===== config.mk =====
export PLATFORM = sky130hd
export DESIGN_NAME = adder_controller
export DESIGN_NICKNAME = d
export VERILOG_FILES = /design/src/rtl/adder_controller.sv
export SDC_FILE = /design/constraint.sdc
export NUM_CORES = 1
export LEC_CHECK = 0
export CORE_AREA = 2 2 39 41
export CTS_CLUSTER_DIAMETER = 40
export CTS_CLUSTER_SIZE = 25
export DETAILED_ROUTE_END_ITERATION = 10
export DIE_AREA = 0 0 41 43
export GPL_TIMING_DRIVEN = 0
export PLACE_DENSITY = 0.83
export SLEW_MARGIN = 15
export SYNTH_ARGS = -nofsm -noshare
export SYNTH_HDL_FRONTEND = slang
export SYNTH_SLANG_ARGS = --single-unit

===== constraint.sdc =====
create_clock -name clk -period 1.7 [get_ports clk]
set_input_delay 0.17 -clock clk [delete_from_list [all_inputs] [get_ports clk]]
set_output_delay 0.17 -clock clk [all_outputs]
set_load 0.05 [all_outputs]

===== src/rtl/adder_controller.sv =====
// adder_controller: multi-cycle fetch/decode/execute sequencer for the four-instruction adding-machine CPU
//
// Ports:
//   clk, reset          rising-edge clock, asynchronous active-high reset
//   op_code[1:0]        IR[7:6]: 00 LDA, 01 STA, 10 JMP, 11 ADD
//   mem_rdy             memory completes the current read/write this cycle
//   ir_on_adr/pc_on_adr address-bus source select
//   ld_ir/ld_ac/ld_pc   register load strobes
//   inc_pc/clr_pc       PC increment / clear
//   pass_add            ALU select (1 add, 0 pass)
//   rd_mem/wr_mem       memory read / write request
//   bus_err             sticky wait-state timeout flag
//   step/halted         single-step control, present only with SINGLE_STEP_EN defined
module adder_controller #(
    parameter int WAIT_LIMIT = 15,
    parameter int CNT_W      = 4
) (
    input  logic       clk,
    input  logic       reset,
    input  logic [1:0] op_code,
    input  logic       mem_rdy,
`ifdef SINGLE_STEP_EN
    input  logic       step,
    output logic       halted,
`endif
    output logic       ir_on_adr,
    output logic       pc_on_adr,
    output logic       ld_ir,
    output logic       ld_ac,
    output logic       ld_pc,
    output logic       inc_pc,
    output logic       clr_pc,
    output logic       pass_add,
    output logic       rd_mem,
    output logic       wr_mem,
    output logic       bus_err
);
    typedef enum logic [3:0] {IDLE, CLR, FETCH, DECODE, LDA, STA, JMP, ADD, ERR, HOLD} state_t;
`ifdef SINGLE_STEP_EN
    localparam state_t NXT = HOLD;
`else
    localparam state_t NXT = FETCH;
`endif
    state_t state_q, state_d;
    logic [CNT_W-1:0] cnt_q, cnt_d;
    logic bus_err_q, bus_err_d;
    logic stall;
    assign stall = (state_q inside {FETCH, LDA, STA, ADD}) && !mem_rdy;
    always_comb begin
        state_d   = state_q;
        cnt_d     = '0;
        bus_err_d = bus_err_q;
        case (state_q)
            IDLE:        state_d = CLR;
            CLR:         state_d = NXT;
            FETCH:       state_d = mem_rdy ? DECODE : FETCH;
            // unknown op codes fall to the default arm and execute as JMP
            DECODE: case (op_code)
                2'b00:   state_d = LDA;
                2'b01:   state_d = STA;
                2'b11:   state_d = ADD;
                default: state_d = JMP;
            endcase
            LDA, STA, ADD: state_d = mem_rdy ? NXT : state_q;
            JMP:         state_d = NXT;
            ERR:         state_d = ERR;
`ifdef SINGLE_STEP_EN
            HOLD:        state_d = step ? FETCH : HOLD;
`endif
            default:     state_d = IDLE;
        endcase
        // a completing cycle never reaches this branch, so mem_rdy at the limit wins
        if (stall) begin
            if (cnt_q == CNT_W'(WAIT_LIMIT)) begin
                state_d   = ERR;
                bus_err_d = 1'b1;
            end else begin
                cnt_d = cnt_q + 1'b1;
            end
        end
    end
    always_ff @(posedge clk or posedge reset) begin
        if (reset) begin
            state_q   <= IDLE;
            cnt_q     <= '0;
            bus_err_q <= 1'b0;
        end else begin
            state_q   <= state_d;
            cnt_q     <= cnt_d;
            bus_err_q <= bus_err_d;
        end
    end
    assign pc_on_adr = state_q == FETCH;
    assign ir_on_adr = state_q inside {DECODE, LDA, STA, ADD};
    assign ld_ir     = (state_q == FETCH) && mem_rdy;
    assign inc_pc    = (state_q == FETCH) && mem_rdy;
    assign ld_ac     = (state_q inside {LDA, ADD}) && mem_rdy;
    assign ld_pc     = state_q == JMP;
    assign clr_pc    = state_q == CLR;
    assign pass_add  = state_q == ADD;
    assign rd_mem    = state_q inside {FETCH, LDA, ADD};
    assign wr_mem    = state_q == STA;
    assign bus_err   = bus_err_q;
`ifdef SINGLE_STEP_EN
    assign halted    = state_q == HOLD;
`endif
endmodule


==> metrics.txt <==
status finished clean; GPL Wtd Cong 0.677; drt drc 0; initial antenna violation count 0; Die ar. 1760 µm²; min Tclk post-route 1.64 ns; Final ANT Viol Nets 0; number of global-route vias before repair 457; max_cap viols 0; fmax 0.609 GHz; HP Class input pin to asynchronous set/reset pin; Max transition margin 0.673; number of port buffers 15; first-pass GRT wire length 1950 µm; initial core utilization 0.406; Die X 41 µm; TritonCTS clock tree done; Finished Core Util 0.580; Syn Area/Cell 9.21 µm²; CP Data Arrival Time 1.47 ns; clock tree buffer depth 2; Final Power 1600 µW; gr usage total 0.170; drt pass-1 iters 2; TritonCTS Buffers 3; Seq/Total Area, Yosys 0.401; RSZ-0062 raised after global routing yes; core box area 1380 µm²; Clock Tree Root clkbuf_4; largest net degree at the start of global routing 11; Clock Skews 0.00371 ns; Max FO, Critical Path 9; WL/cell 12.6 µm; fin. max-slew vios 0; total number of vias 491; Final Cell Area 803 µm²; row count 14; Main synth FF type dfrtp_1; post-synthesis async set-or-reset flop share 1.00; Leakage Power 0.000376 µW; worst setup margin 0.0581 ns; Cell Area, Synth 562 µm²; Final Hold Fails 0; antenna cells 0; worst-margin pin slew 0.490 ns; CP Class register to output port; Mapped Cells 61; fillers 143; Via density 5.11; synth warn 0; Placed Area 776 µm²; # hold bufs at CTS 0; die height 43 µm; H-tree Lvls 1; Required @ worst endpoint 1.53 ns; Setup violations, final 0; layout cells sized above 1 0.413; io pins 16; non-filler cells, final 96; clock slew at reported path FFs 0.06 ns; WL final 1210 µm; crit start category register; Final Cycle Share 0.966; Seq cells post-synth 9; Post-Syn Nets 67; Clk Latency, worst-skew pair 0.26 ns; total gr overflow 0; Post-synth EDFFs 0; fin nets 87; synth unique cells 29; area grow syn2layout 43.0%; Power Density 1990 nW/µm²; detailed placer's ending HPWL 930 µm; Detailed Route Iter0 Violations 4; Setup crit end kind output port; worst slack, placed -0.586 ns; # clock sinks 9; Worst VDD drop 0.000710 V; DP Cell Count 92
synthesized netlist by cell type, types with 2 or more instances:
master    instances  area (µm²)
dfrtp_1           9         225
nor2_1            6        22.5
nand2b_1          4        25.0
nor3_1            4        20.0
a21oi_1           3        15.0
buf_2             3        15.0
inv_1             3        11.3
nand3_1           3        15.0
nor3_2            2        20.0
nor4_1            2        12.5
o21ai_0           2        10.0
xnor2_1           2        17.5
xor2_1            2        17.5
layout make-up:
type | count | area (µm²) | area share
inverters | 3 | 11.3 | 0.0140
plain buffers | 5 | 38.8 | 0.0483
repair buffers | 15 | 133 | 0.165
multi-input cells | 44 | 348 | 0.433
clock buffers | 4 | 26.3 | 0.0327
well taps | 16 | 20.0 | 0.0249
flip-flops and latches | 9 | 226 | 0.282
cell families after synthesis:
group                    Yosys count  share of synthesized area
AO/OA/AOI/OAI                      8                     0.0824
adder cells (fa/ha/maj)            1                     0.0223
flip-flops                         9                      0.401
XOR/XNOR                           4                     0.0624
AND/OR/NAND/NOR                   31                      0.352
buffers and inverters              8                     0.0802
path summary, 6_finish.rpt:
path,start,to,slack [ns],cells past startpoint
max,state_q[0]$_DFF_PP0_,pc_on_adr,0.06,4
min,reset,cnt_q[1]$_DFF_PP0_,0.16,2
min reg2reg,bus_err$_DFFE_PP0P_,bus_err$_DFFE_PP0P_,0.47,1
max reg2reg,state_q[0]$_DFF_PP0_,cnt_q[3]$_DFF_PP0_,0.20,5
max in group asynchronous,reset,state_q[2]$_DFF_PP0_,1.27,2
min in group clk,bus_err$_DFFE_PP0P_,bus_err$_DFFE_PP0P_,0.47,1
what timing repair did:
action	4_1_cts	5_1_grt
hold endpoints to repair	0	0
setup endpoints to repair	10	8
buffers inserted	0	0
resized for setup	42	14
power by group:
part | switching [µW] | internal, µW | leakage (µW)
clock network | 72.1 | 90.3 | 0.0000150
registers | 40.9 | 266 | 0.000113
logic | 729 | 404 | 0.000247
total | 842 | 760 | 0.000376
metrics by stage:
step	hold WS (ns)	TNS, ns
detailed placement	0.446	-2.45
global route	0.222	-0.00907
CTS	0.165	0
global placement	0.441	-2.15
floorplan	-0.00208	-0.0678
finish	0.161	0
routing by layer:
layer / vias to the layer above / track usage / wire length, µm
met5: - / 0 / 0
met4: 0 / 0.100 / 4
met1: 230 / 0.187 / 512
li1: 247 / - / -
met2: 12 / 0.291 / 652
met3: 2 / 0.0157 / 40
flip-flops by register name, indices dropped and copies added, names as in the netlist:
signal / count
bus_err: 1
cnt_q: 4
state_q: 4
layout by cell type, fill, tap and decap left out, drive strengths merged:
cell	count
a21oi	3
and2	1
and3	1
buf	11
clkbuf	5
clkdlybuf4s15	2
clkdlybuf4s18	1
clkdlybuf4s50	5
dfrtp	9
ha	1
inv	3
nand2	1
nand2b	5
nand3	3
nand3b	1
nor2	6
nor3	6
nor3b	1
nor4	2
nor4bb	1
o21a	1
o21ai	3
o32ai	1
or2	1
or3	1
or4b	1
xnor2	2
xor2	2
worst max-delay path: stages, from the launching register on:
cell             delay [ns]
dfrtp_1                0.39
buf_6                  0.15
nand2b_4               0.18
nor3_2                 0.11
clkdlybuf4s15_2        0.39
Note: power is estimated with default switching activity, not from simulation.
==> RTL edit: new RTL, config.mk and constraints unchanged <==
The parameter `CNT_W` goes from 4 to 6.
--- a/src/rtl/adder_controller.sv
+++ b/src/rtl/adder_controller.sv
@@ -13,7 +13,7 @@
 //   step/halted         single-step control, present only with SINGLE_STEP_EN defined
 module adder_controller #(
     parameter int WAIT_LIMIT = 15,
-    parameter int CNT_W      = 4
+    parameter int CNT_W      = 6
 ) (
     input  logic       clk,
     input  logic       reset,
Function: no difference found for any inputs over 10 cycles, from zero or initial values and one cycle with reset high; that may be too few to reach the edited logic, so the function may still have changed.
==> RTL edit against the unedited design <==
- the run now ends with negative setup slack left
- clock skew increased by 5.8 ps
- sequential cell count grew 2
- via count rose by 37%
- global-route usage rose by 5.8 points
- area after synthesis increased by 30%
- sequential power grew 9.5%
- routed wire length increased by 42%
- design area increased by 21%
- hold slack better by 15 ps
- worst setup slack worse by 64 ps
- combinational power grew 12%
- power is 12% higher
- critical endpoint is now ld_ir
==> RTL edit: results (changes against the unedited design) <==
outcome complete, but fails checks; failing checks negative setup slack; clock tree buffer depth 2 (unchanged); Synth top cells by count 11 x dfrtp_1, 6 x nor2_1, 6 x nor3_1; routed wire length 1720 µm (+42%); reg-to-reg startpoint cnt_q[0]$_DFF_PP0_; CP arrival 1540 ps (+70 ps); Worst-Margin Slew 494 ps (+4.66 ps); synth top area cells dfrtp_1 38%, nor3_1 4.1%, xnor2_1 3.6%, nor4_2 3.4%, a211oi_1 3.1%; HPWL Detailed 1190 µm (+28%); final setup violation count 1 (+1); layout cells sized above 1 34.0% (-7.2 points); P_leak 0.000428 µW (+14%); total number of vias 672 (+37%); TNS Setup -5.70 ps (-5.70 ps); placed cell area 927 µm² (+20%); first-pass GRT wire length 2680 µm (+38%); WL/cell 14.8 µm (+18%); worst setup margin -5.70 ps (-63.8 ps); syn_area_per_cell 9.25 µm² (+0.43%); area grow syn2layout 33.6%; all-layer global routing usage 22.7% (+5.8 points); VDD IR max 0.947 mV (+33%); number of DRC markers in iteration 0 20 (+16); distinct cell type count after synthesis 38 (+31%); CP Max Fanout 7 (-2); Placer Congestion 0.784 (+16%); syn_nets 85 (+27%); vias in the first global route 636 (+39%); sequential-to-total area share from yosys stat 37.7% (-2.4 points); Worst-path clk slew 80 ps (+20 ps); largest net degree at the start of global routing 12 (+1); Top Family by Delay on Critical Path simple AND/OR/NAND/NOR gates; Pre-antenna DRT Iters 3 (+1); clock skew 9.49 ps (+5.79 ps)
## RTL edit: kinds of logic (layout without fill, tap and decap cells)
logic type	Yosys count	count (layout)	synth area share, %
multiplexers	2	2	2.91
adder cells (fa/ha/maj)	1	1	1.71
flip-flops	11	11	37.7
AO/OA/AOI/OAI	15	15	15.1
buffers and inverters	8	29	5.99
AND/OR/NAND/NOR	37	37	29.6
XOR/XNOR	5	5	7.02
## RTL edit: path summary, 6_finish.rpt
| kind | to | slack [ps] | cells after the start |
|---|---|---|---|
| hold reg to reg | bus_err$_DFFE_PP0P_ | 480 | 1 |
| hold / removal | cnt_q[3]$_DFF_PP0_ | 180 | 2 |
| setup reg to reg | bus_err$_DFFE_PP0P_ | 250 | 4 |
| max in group asynchronous | cnt_q[0]$_DFF_PP0_ | 1230 | 2 |
| setup / recovery | ld_ir | -6 | 5 |
| min in group clk | bus_err$_DFFE_PP0P_ | 480 | 1 |
## RTL edit: stage by stage
step                util, %  total power, µW  setup slack (ps)  hold slack [ps]
finish                 70.5             1790             -5.70              176
detailed placement     67.0             1540              -666              459
floorplan                 -             1250              -266             22.4
global placement       67.0             1520              -625              459
CTS                    67.2             1700              2.03              191
global route           70.5             1890             -61.9              253
## RTL edit: cell type report
cell class                      count  area (µm²)
Inverter                            2        7.51
Fill cell                         113         408
Clock buffer                        4        26.3
Multi-Input combinational cell     60         455
Sequential cell                    11         275
Timing Repair Buffer               17         141
Buffer                              6        50.0
Tap cell                           16        20.0
## RTL edit: layer usage
metal  up-vias  track usage (%)  part of all wire [%]
met5         -                0                     0
met4         0             12.7                   1.6
met3         5             3.66                   5.5
met2        22             35.3                    49
met1       319             28.5                    44
li1        326                -                     -
## RTL edit: what timing repair did
item / 4_1_cts / 5_1_grt
buffers inserted: 0 / 2
pin swaps: 0 / 1
hold endpoints to repair: 0 / 0
endpoints found under the setup margin: 10 / 6
resized for setup: 63 / 7
## RTL edit: where the power goes
group	switching, µW	internal, µW
Combinational	787	484
Clock	90.7	90.9
Sequential	26.6	308
